**src/rtl/decoder_pkg.sv**
```systemverilog
// Shared types for the RV32I decoder: mux selects, ALU ops, immediate formats, opcodes.
// Pure declarations, no timing; no flow control.
package decoder_pkg;

    typedef enum logic [1:0] {PC_NEXT, PC_BRANCH, PC_JAL, PC_JALR} pc_mux_t;
    typedef enum logic [1:0] {WB_ALU, WB_DM, WB_CSR, WB_PC4} wb_data_mux_t;
    typedef enum logic       {WB_REG_RD, WB_REG_RA} wb_reg_mux_t;
    typedef enum logic [1:0] {A_RS1, A_PC, A_ZERO} alu_a_mux_t;
    typedef enum logic       {B_RS2, B_IMM} alu_b_mux_t;
    typedef enum logic [3:0] {
        ALU_ADD, ALU_SUB, ALU_SLL, ALU_SLT, ALU_SLTU,
        ALU_XOR, ALU_SRL, ALU_SRA, ALU_OR, ALU_AND
    } alu_op_t;
    typedef enum logic [2:0] {IMM_NONE, IMM_I, IMM_S, IMM_B, IMM_U, IMM_J} imm_fmt_t;

    localparam logic [6:0] OPC_LUI    = 7'b0110111;
    localparam logic [6:0] OPC_AUIPC  = 7'b0010111;
    localparam logic [6:0] OPC_JAL    = 7'b1101111;
    localparam logic [6:0] OPC_JALR   = 7'b1100111;
    localparam logic [6:0] OPC_BRANCH = 7'b1100011;
    localparam logic [6:0] OPC_LOAD   = 7'b0000011;
    localparam logic [6:0] OPC_STORE  = 7'b0100011;
    localparam logic [6:0] OPC_OP_IMM = 7'b0010011;
    localparam logic [6:0] OPC_OP     = 7'b0110011;
    localparam logic [6:0] OPC_SYSTEM = 7'b1110011;
    localparam logic [6:0] OPC_FENCE  = 7'b0001111;

    typedef struct packed {
        pc_mux_t      pc_sel;
        wb_data_mux_t wb_data_sel;
        wb_reg_mux_t  wb_reg_sel;
        logic         wb_en;
        alu_a_mux_t   alu_a_sel;
        alu_b_mux_t   alu_b_sel;
        alu_op_t      alu_op;
        logic [2:0]   branch_op;
        logic         mem_read;
        logic         mem_write;
        logic [2:0]   mem_width;
        logic [31:0]  imm;
        logic [4:0]   rs1;
        logic [4:0]   rs2;
        logic [4:0]   rd;
        logic         illegal;
    } ctrl_t;

    localparam ctrl_t CTRL_NOP = '{
        pc_sel: PC_NEXT, wb_data_sel: WB_ALU, wb_reg_sel: WB_REG_RD, wb_en: 1'b0,
        alu_a_sel: A_RS1, alu_b_sel: B_RS2, alu_op: ALU_ADD, branch_op: 3'b000,
        mem_read: 1'b0, mem_write: 1'b0, mem_width: 3'b000, imm: 32'h0,
        rs1: 5'd0, rs2: 5'd0, rd: 5'd0, illegal: 1'b0
    };

    // alt selects SUB/SRA; callers must only raise it where the encoding means that
    function automatic alu_op_t alu_op_from(input logic alt, input logic [2:0] funct3);
        alu_op_t op;
        op = ALU_ADD;
        case (funct3)
            3'b000: op = alt ? ALU_SUB : ALU_ADD;
            3'b001: op = ALU_SLL;
            3'b010: op = ALU_SLT;
            3'b011: op = ALU_SLTU;
            3'b100: op = ALU_XOR;
            3'b101: op = alt ? ALU_SRA : ALU_SRL;
            3'b110: op = ALU_OR;
            default: op = ALU_AND;
        endcase
        return op;
    endfunction

endpackage

```
**src/rtl/rv_decoder_if.sv**
```systemverilog
// Instruction in / registered control selects out between fetch and execute.
// No handshake: the decoder consumes instr every cycle.
interface rv_decoder_if;
    import decoder_pkg::*;

    logic [31:0]  instr;
    pc_mux_t      pc_mux_sel;
    wb_data_mux_t wb_data_mux_sel;
    wb_reg_mux_t  wb_reg_mux_sel;
    logic         wb_enable;
    alu_a_mux_t   alu_a_mux_sel;
    alu_b_mux_t   alu_b_mux_sel;
    alu_op_t      alu_op;
    logic [2:0]   branch_op;
    logic         mem_read;
    logic         mem_write;
    logic [2:0]   mem_width;
    logic [31:0]  imm;
    logic [4:0]   rs1;
    logic [4:0]   rs2;
    logic [4:0]   rd;
    logic         illegal;

    modport master (
        output instr,
        input  pc_mux_sel, wb_data_mux_sel, wb_reg_mux_sel, wb_enable,
        input  alu_a_mux_sel, alu_b_mux_sel, alu_op, branch_op,
        input  mem_read, mem_write, mem_width, imm, rs1, rs2, rd, illegal
    );

    modport slave (
        input  instr,
        output pc_mux_sel, wb_data_mux_sel, wb_reg_mux_sel, wb_enable,
        output alu_a_mux_sel, alu_b_mux_sel, alu_op, branch_op,
        output mem_read, mem_write, mem_width, imm, rs1, rs2, rd, illegal
    );

endinterface

```
**src/rtl/rv_decoder_imm_gen.sv**
```systemverilog
// Sign-extended immediate from instruction bits for the selected format.
// Combinational, zero latency; no flow control.
module rv_decoder_imm_gen
    import decoder_pkg::*;
(
    input  logic [31:7] bits,
    input  imm_fmt_t    fmt,
    output logic [31:0] imm
);

    always_comb begin
        imm = '0;
        case (fmt)
            IMM_I:   imm = {{20{bits[31]}}, bits[31:20]};
            IMM_S:   imm = {{20{bits[31]}}, bits[31:25], bits[11:7]};
            IMM_B:   imm = {{19{bits[31]}}, bits[31], bits[7], bits[30:25], bits[11:8], 1'b0};
            IMM_U:   imm = {bits[31:12], 12'h000};
            IMM_J:   imm = {{11{bits[31]}}, bits[31], bits[19:12], bits[20], bits[30:21], 1'b0};
            default: imm = '0;
        endcase
    end

endmodule

```
**src/rtl/rv_decoder.sv**
```systemverilog
// RV32I decoder: opcode case into datapath selects, registered once (1-cycle latency).
// No backpressure: a new instruction is accepted on every clk edge; reset forces a NOP.
module rv_decoder
    import decoder_pkg::*;
(
    input  logic        clk,
    input  logic        reset,
    rv_decoder_if.slave dec
);

    logic [6:0]  opcode;
    logic [2:0]  funct3;
    logic [6:0]  funct7;
    imm_fmt_t    fmt;
    logic [31:0] imm;
    logic        bad;
    ctrl_t       d;
    ctrl_t       q;

    assign opcode = dec.instr[6:0];
    assign funct3 = dec.instr[14:12];
    assign funct7 = dec.instr[31:25];

    always_comb begin
        fmt = IMM_NONE;
        case (opcode)
            OPC_LUI, OPC_AUIPC:                      fmt = IMM_U;
            OPC_JAL:                                 fmt = IMM_J;
            OPC_JALR, OPC_LOAD, OPC_OP_IMM, OPC_SYSTEM: fmt = IMM_I;
            OPC_BRANCH:                              fmt = IMM_B;
            OPC_STORE:                               fmt = IMM_S;
            default:                                 fmt = IMM_NONE;
        endcase
    end

    rv_decoder_imm_gen imm_gen (
        .bits (dec.instr[31:7]),
        .fmt  (fmt),
        .imm  (imm)
    );

    always_comb begin
        d     = CTRL_NOP;
        bad   = 1'b0;
        d.rs1 = dec.instr[19:15];
        d.rs2 = dec.instr[24:20];
        d.rd  = dec.instr[11:7];
        d.imm = imm;
        case (opcode)
            OPC_LUI: begin
                d.alu_a_sel = A_ZERO;
                d.alu_b_sel = B_IMM;
                d.wb_en     = 1'b1;
            end
            OPC_AUIPC: begin
                d.alu_a_sel = A_PC;
                d.alu_b_sel = B_IMM;
                d.wb_en     = 1'b1;
            end
            OPC_JAL: begin
                d.pc_sel      = PC_JAL;
                d.wb_data_sel = WB_PC4;
                d.alu_a_sel   = A_PC;
                d.alu_b_sel   = B_IMM;
                d.wb_en       = 1'b1;
            end
            OPC_JALR: begin
                d.pc_sel      = PC_JALR;
                d.wb_data_sel = WB_PC4;
                d.alu_b_sel   = B_IMM;
                d.wb_en       = 1'b1;
                bad           = (funct3 != 3'b000);
            end
            OPC_BRANCH: begin
                d.pc_sel    = PC_BRANCH;
                d.branch_op = funct3;
                d.alu_op    = ALU_SUB;
                bad         = (funct3 == 3'b010) || (funct3 == 3'b011);
            end
            OPC_LOAD: begin
                d.mem_read    = 1'b1;
                d.mem_width   = funct3;
                d.wb_data_sel = WB_DM;
                d.alu_b_sel   = B_IMM;
                d.wb_en       = 1'b1;
                bad           = (funct3 == 3'b011) || (funct3[2:1] == 2'b11);
            end
            OPC_STORE: begin
                d.mem_write = 1'b1;
                d.mem_width = funct3;
                d.alu_b_sel = B_IMM;
                bad         = (funct3 > 3'b010);
            end
            OPC_OP_IMM: begin
                d.alu_b_sel = B_IMM;
                d.alu_op    = alu_op_from(dec.instr[30] && (funct3 == 3'b101), funct3);
                d.wb_en     = 1'b1;
                // shift-immediate encodings reuse funct7 as a sub-opcode
                if (funct3 == 3'b001)
                    bad = (funct7 != 7'b0000000);
                else if (funct3 == 3'b101)
                    bad = (funct7 != 7'b0000000) && (funct7 != 7'b0100000);
            end
            OPC_OP: begin
                d.alu_op = alu_op_from(dec.instr[30], funct3);
                d.wb_en  = 1'b1;
                bad      = (funct7 != 7'b0000000) && !((funct7 == 7'b0100000) &&
                           ((funct3 == 3'b000) || (funct3 == 3'b101)));
            end
            OPC_SYSTEM: begin
                if (funct3 == 3'b100) begin
                    bad = 1'b1;
                end else if (funct3 != 3'b000) begin
                    d.wb_data_sel = WB_CSR;
                    d.wb_en       = 1'b1;
                end
            end
            OPC_FENCE: d.imm = '0;
            default:   bad = 1'b1;
        endcase
        if (d.rd == 5'd0)
            d.wb_en = 1'b0;
        if (bad) begin
            d         = CTRL_NOP;
            d.illegal = 1'b1;
        end
    end

    always_ff @(posedge clk) begin
        if (reset)
            q <= CTRL_NOP;
        else
            q <= d;
    end

    assign dec.pc_mux_sel      = q.pc_sel;
    assign dec.wb_data_mux_sel = q.wb_data_sel;
    assign dec.wb_reg_mux_sel  = q.wb_reg_sel;
    assign dec.wb_enable       = q.wb_en;
    assign dec.alu_a_mux_sel   = q.alu_a_sel;
    assign dec.alu_b_mux_sel   = q.alu_b_sel;
    assign dec.alu_op          = q.alu_op;
    assign dec.branch_op       = q.branch_op;
    assign dec.mem_read        = q.mem_read;
    assign dec.mem_write       = q.mem_write;
    assign dec.mem_width       = q.mem_width;
    assign dec.imm             = q.imm;
    assign dec.rs1             = q.rs1;
    assign dec.rs2             = q.rs2;
    assign dec.rd              = q.rd;
    assign dec.illegal         = q.illegal;

endmodule

```
**src/flat_wrapper.sv**
```systemverilog
// flat-port wrapper written by rule: the top's interface ports become plain ports
module rv_decoder_flat import decoder_pkg::*;
  (clk, reset, dec_instr, dec_pc_mux_sel, dec_wb_data_mux_sel, dec_wb_reg_mux_sel, dec_wb_enable, dec_alu_a_mux_sel, dec_alu_b_mux_sel, dec_alu_op, dec_branch_op, dec_mem_read, dec_mem_write, dec_mem_width, dec_imm, dec_rs1, dec_rs2, dec_rd, dec_illegal);
  rv_decoder_if dec_i ();
  input  logic clk;
  input  logic reset;
  input wire logic [$bits(dec_i.instr)-1:0] dec_instr;
  output wire logic [$bits(dec_i.pc_mux_sel)-1:0] dec_pc_mux_sel;
  output wire logic [$bits(dec_i.wb_data_mux_sel)-1:0] dec_wb_data_mux_sel;
  output wire logic [$bits(dec_i.wb_reg_mux_sel)-1:0] dec_wb_reg_mux_sel;
  output wire logic [$bits(dec_i.wb_enable)-1:0] dec_wb_enable;
  output wire logic [$bits(dec_i.alu_a_mux_sel)-1:0] dec_alu_a_mux_sel;
  output wire logic [$bits(dec_i.alu_b_mux_sel)-1:0] dec_alu_b_mux_sel;
  output wire logic [$bits(dec_i.alu_op)-1:0] dec_alu_op;
  output wire logic [$bits(dec_i.branch_op)-1:0] dec_branch_op;
  output wire logic [$bits(dec_i.mem_read)-1:0] dec_mem_read;
  output wire logic [$bits(dec_i.mem_write)-1:0] dec_mem_write;
  output wire logic [$bits(dec_i.mem_width)-1:0] dec_mem_width;
  output wire logic [$bits(dec_i.imm)-1:0] dec_imm;
  output wire logic [$bits(dec_i.rs1)-1:0] dec_rs1;
  output wire logic [$bits(dec_i.rs2)-1:0] dec_rs2;
  output wire logic [$bits(dec_i.rd)-1:0] dec_rd;
  output wire logic [$bits(dec_i.illegal)-1:0] dec_illegal;
  assign dec_i.instr = dec_instr;
  assign dec_pc_mux_sel = dec_i.pc_mux_sel;
  assign dec_wb_data_mux_sel = dec_i.wb_data_mux_sel;
  assign dec_wb_reg_mux_sel = dec_i.wb_reg_mux_sel;
  assign dec_wb_enable = dec_i.wb_enable;
  assign dec_alu_a_mux_sel = dec_i.alu_a_mux_sel;
  assign dec_alu_b_mux_sel = dec_i.alu_b_mux_sel;
  assign dec_alu_op = dec_i.alu_op;
  assign dec_branch_op = dec_i.branch_op;
  assign dec_mem_read = dec_i.mem_read;
  assign dec_mem_write = dec_i.mem_write;
  assign dec_mem_width = dec_i.mem_width;
  assign dec_imm = dec_i.imm;
  assign dec_rs1 = dec_i.rs1;
  assign dec_rs2 = dec_i.rs2;
  assign dec_rd = dec_i.rd;
  assign dec_illegal = dec_i.illegal;
  rv_decoder u_core (.clk(clk), .reset(reset), .dec(dec_i));
endmodule
```
**config.mk**
```make
export PLATFORM = sky130hd
export DESIGN_NAME = rv_decoder_flat
export DESIGN_NICKNAME = d
export VERILOG_FILES = /design/src/rtl/decoder_pkg.sv /design/src/rtl/rv_decoder_if.sv /design/src/rtl/rv_decoder_imm_gen.sv /design/src/rtl/rv_decoder.sv /design/src/flat_wrapper.sv
export SDC_FILE = /design/constraint.sdc
export NUM_CORES = 1
export LEC_CHECK = 0
export CORE_AREA = 2 2 80 90
export CTS_CLUSTER_DIAMETER = 80
export DETAILED_ROUTE_END_ITERATION = 10
export DIE_AREA = 0 0 82 92
export HOLD_SLACK_MARGIN = 0.03
export PLACE_DENSITY = 0.79
export SYNTH_ARGS = -nofsm -noshare
export SYNTH_HDL_FRONTEND = slang
export SYNTH_SLANG_ARGS = --single-unit
```
**constraint.sdc**
```tcl
create_clock -name clk -period 2.2 [get_ports clk]
set_input_delay 0.44 -clock clk [delete_from_list [all_inputs] [get_ports clk]]
set_output_delay 0.44 -clock clk [all_outputs]
set_load 0.01 [all_outputs]
```
==> results.cfg <==
[detailed_routing]
wire_per_inst_microns = 15.8
via_per_inst = 5.38
drc = 0
totalWireLength_microns = 8940
ant_nets = 0
dr_total_vias = 3038
first_pass_iters = 5
drt_iter0_drc = 162

[timing]
period_minus_slack_ns = 2.13
rsz0062_at_grt = false
timing.final.crit_share_pct = 97.0
finalSetupViolCount = 0
fin_tns_setup_ns = 0
hold_viol = 0
timing.final.max_slew_violations = 0
hold_ws_ns = 0.378
fmax_ghz = 0.468

[setup_path]
critPathRequiredTime_ns = 2.43
worstPathMaxFanout = 7
end_kind = flop
arrival_ns = 2.37
startpoint_type = primary input
crit_type = primary input to flop

[global_routing]
grt_max_degree = 19
antenna_found_initial = 0
grt_pass1_wl_microns = 13500
first_global_vias = 2896
grt.overflow.total = 0
grt.total_usage_pct = 23.6

[layout]
syn2layout_area_growth_pct = 66.5
nFillCells = 486
nets = 509
stdcell_area_sq_um = 4860
drive_gt1_share_pct = 29.0
final_cells = 565
n_antenna_cell = 0

[power_and_ir_drop]
peakVddDrop_v = 0.000372
clockPowerShare_pct = 38.3
switching_share_pct = 25.0
finalPower_mw = 2.72
p_leak_nw = 1.81
pwr-share-comb_pct = 16.2
p_int_mw = 2.04
p_sw_mw = 0.681
power_density_nw_per_um2 = 559
pwr-share-seq_pct = 45.5

[clock_network]
cts_made_buffers = 9
clockRootBuffer = clkbuf_8
cts_tree = yes
clk_pin_slew_ns = 0.07
cts_sinks = 68
h-tree-depth = 3
ctsHoldBuffers = 0
clockBufferDepth = 2

[synth]
yosysWarnings = 0
synth-seq-cells = 68
yosysSeqAreaShare_pct = 46.6
synth.cell_area_sq_um = 2920
synthArstFlopShare_pct = 0
synth_edf_count = 0
avgSynthCellArea_sq_um = 9.21
synth_nets = 351
synthCells = 317
synth_ff_type = dfxtp_1
synth_cell_types = 50

[die]
die_area_sq_um = 7540
rows = 32
num_io_pins = 103
design.core.area_sq_um = 6730
die_x_microns = 82
initial_utilization_pct = 43.4
die_y_microns = 92

[min_path]
hold_path_class = primary input to flop

[run]
drv_cap = 0

[placed_design]
dp_hpwl_microns = 6290
port_buffers = 101
routabilityCongestion = 0.895
place_area_sq_um = 4420
dp.cells = 540

[run_status]
outcome = complete, no violations
-- per-layer routing --
layer | routed length (microns) | track usage [%] | vias to the layer above
li1 | - | - | 1445
met1 | 3530 | 26.8 | 1425
met2 | 4610 | 40.7 | 141
met3 | 507 | 4.72 | 27
met4 | 285 | 12.2 | 0
met5 | 0 | 0 | -
-- metrics by stage --
step	util, %	setup slack, ns
4_1_cts	70.6	0.0203
5_1_grt	72.3	0.0120
2_1_floorplan	-	0.231
6_report	72.3	0.0654
3_3_place_gp	65.7	-0.413
3_5_place_dp	65.7	-0.509
-- power groups by stage --
stage / logic [mW] / clock network [mW] / registers, mW
floorplan: 0.176 / 0 / 1.27
global placement: 0.363 / 0 / 1.27
detailed placement: 0.370 / 0 / 1.27
CTS: 0.410 / 1.05 / 1.24
global route: 0.465 / 1.10 / 1.24
finish: 0.440 / 1.04 / 1.24
-- cell type report --
class | count | area (sq um) | share of cell area [%]
flip-flops and latches | 68 | 1360 | 28.0
clock buffers | 12 | 155 | 3.19
well taps | 85 | 106 | 2.19
clock inverters | 4 | 47.5 | 0.978
multi-input cells | 202 | 1410 | 29.0
repair buffers | 176 | 1720 | 35.3
inverters | 18 | 67.6 | 1.39
-- cell usage in the layout (no fill, tap or decap), types with 4 or more instances in the layout --
cell             instances
buf_4                   64
a21oi_1                 10
dlymetal6s2s_1           5
o21ai_0                  5
a32oi_1                  5
inv_1                   18
a211oi_1                 9
nor2_1                  15
a211oi_2                11
clkdlybuf4s50_1         94
clkbuf_8                11
nor3_1                  24
dfxtp_1                 68
nand2_1                 29
nand3_1                 19
nor3_2                  23
nand2b_1                 4
-- worst max-delay path, cell delays in order --
cell             delay (ns)
clkdlybuf4s50_1        0.49
nor2b_1                0.31
o32ai_2                0.14
a311oi_2               0.37
nand3b_4               0.36
clkbuf_16              0.20
nor3_1                 0.05
-- registers in the layout, summed over array words and instances (netlist names), 3 cells and up --
name,flops
u_core.dec.imm,32
u_core.dec.rd,5
u_core.dec.rs1,5
u_core.dec.rs2,5
u_core.dec.alu_op,4
u_core.dec.branch_op,3
u_core.dec.mem_width,3
-- cell usage after synthesis, types with 3 or more instances --
master | number | area (sq um)
a21oi_1 | 10 | 50.1
nor3_1 | 25 | 125
clkbuf_1 | 11 | 41.3
nand3_1 | 19 | 95.1
a32oi_1 | 5 | 43.8
dfxtp_1 | 68 | 1360
a211oi_2 | 8 | 100
o21ai_0 | 5 | 25.0
nand2b_1 | 5 | 31.3
buf_6 | 4 | 45.0
buf_2 | 12 | 60.1
nor2_1 | 15 | 56.3
a211oi_1 | 12 | 90.1
nor2b_1 | 3 | 18.8
nand2_1 | 29 | 109
o22ai_1 | 3 | 18.8
nor3_2 | 22 | 220
inv_1 | 18 | 67.6
-- path summary, 6_finish.rpt --
kind,slack (ns),cells after the start,endpoint,start
setup / recovery,0.07,7,u_core.dec.alu_a_mux_sel[0],dec_instr[12]
hold / removal,0.38,3,u_core.dec.imm[9],dec_instr[29]
-- cell families (layout without fill, tap and decap cells) --
kind of cell    after synthesis  in the layout  share of synthesized area (%)
simple gates                139            140                           28.8
flops                        68             68                           46.6
compound gates               59             59                           15.9
buf+inv                      48            210                           7.84
other cells                   1              1                          0.128
xor+xnor                      1              1                          0.300
mux                           1              1                          0.343
-- what timing repair did --
| action | 4_1_cts | 5_1_grt |
|---|---|---|
| cloned | 3 | 2 |
| endpoints found under the setup margin | 42 | 50 |
| setup buffers | 1 | 3 |
| resized for setup | 10 | 18 |
| endpoints found under the hold margin | 0 | 0 |
| pin swaps | 1 | 5 |
Power figures use the tool's default switching activity.
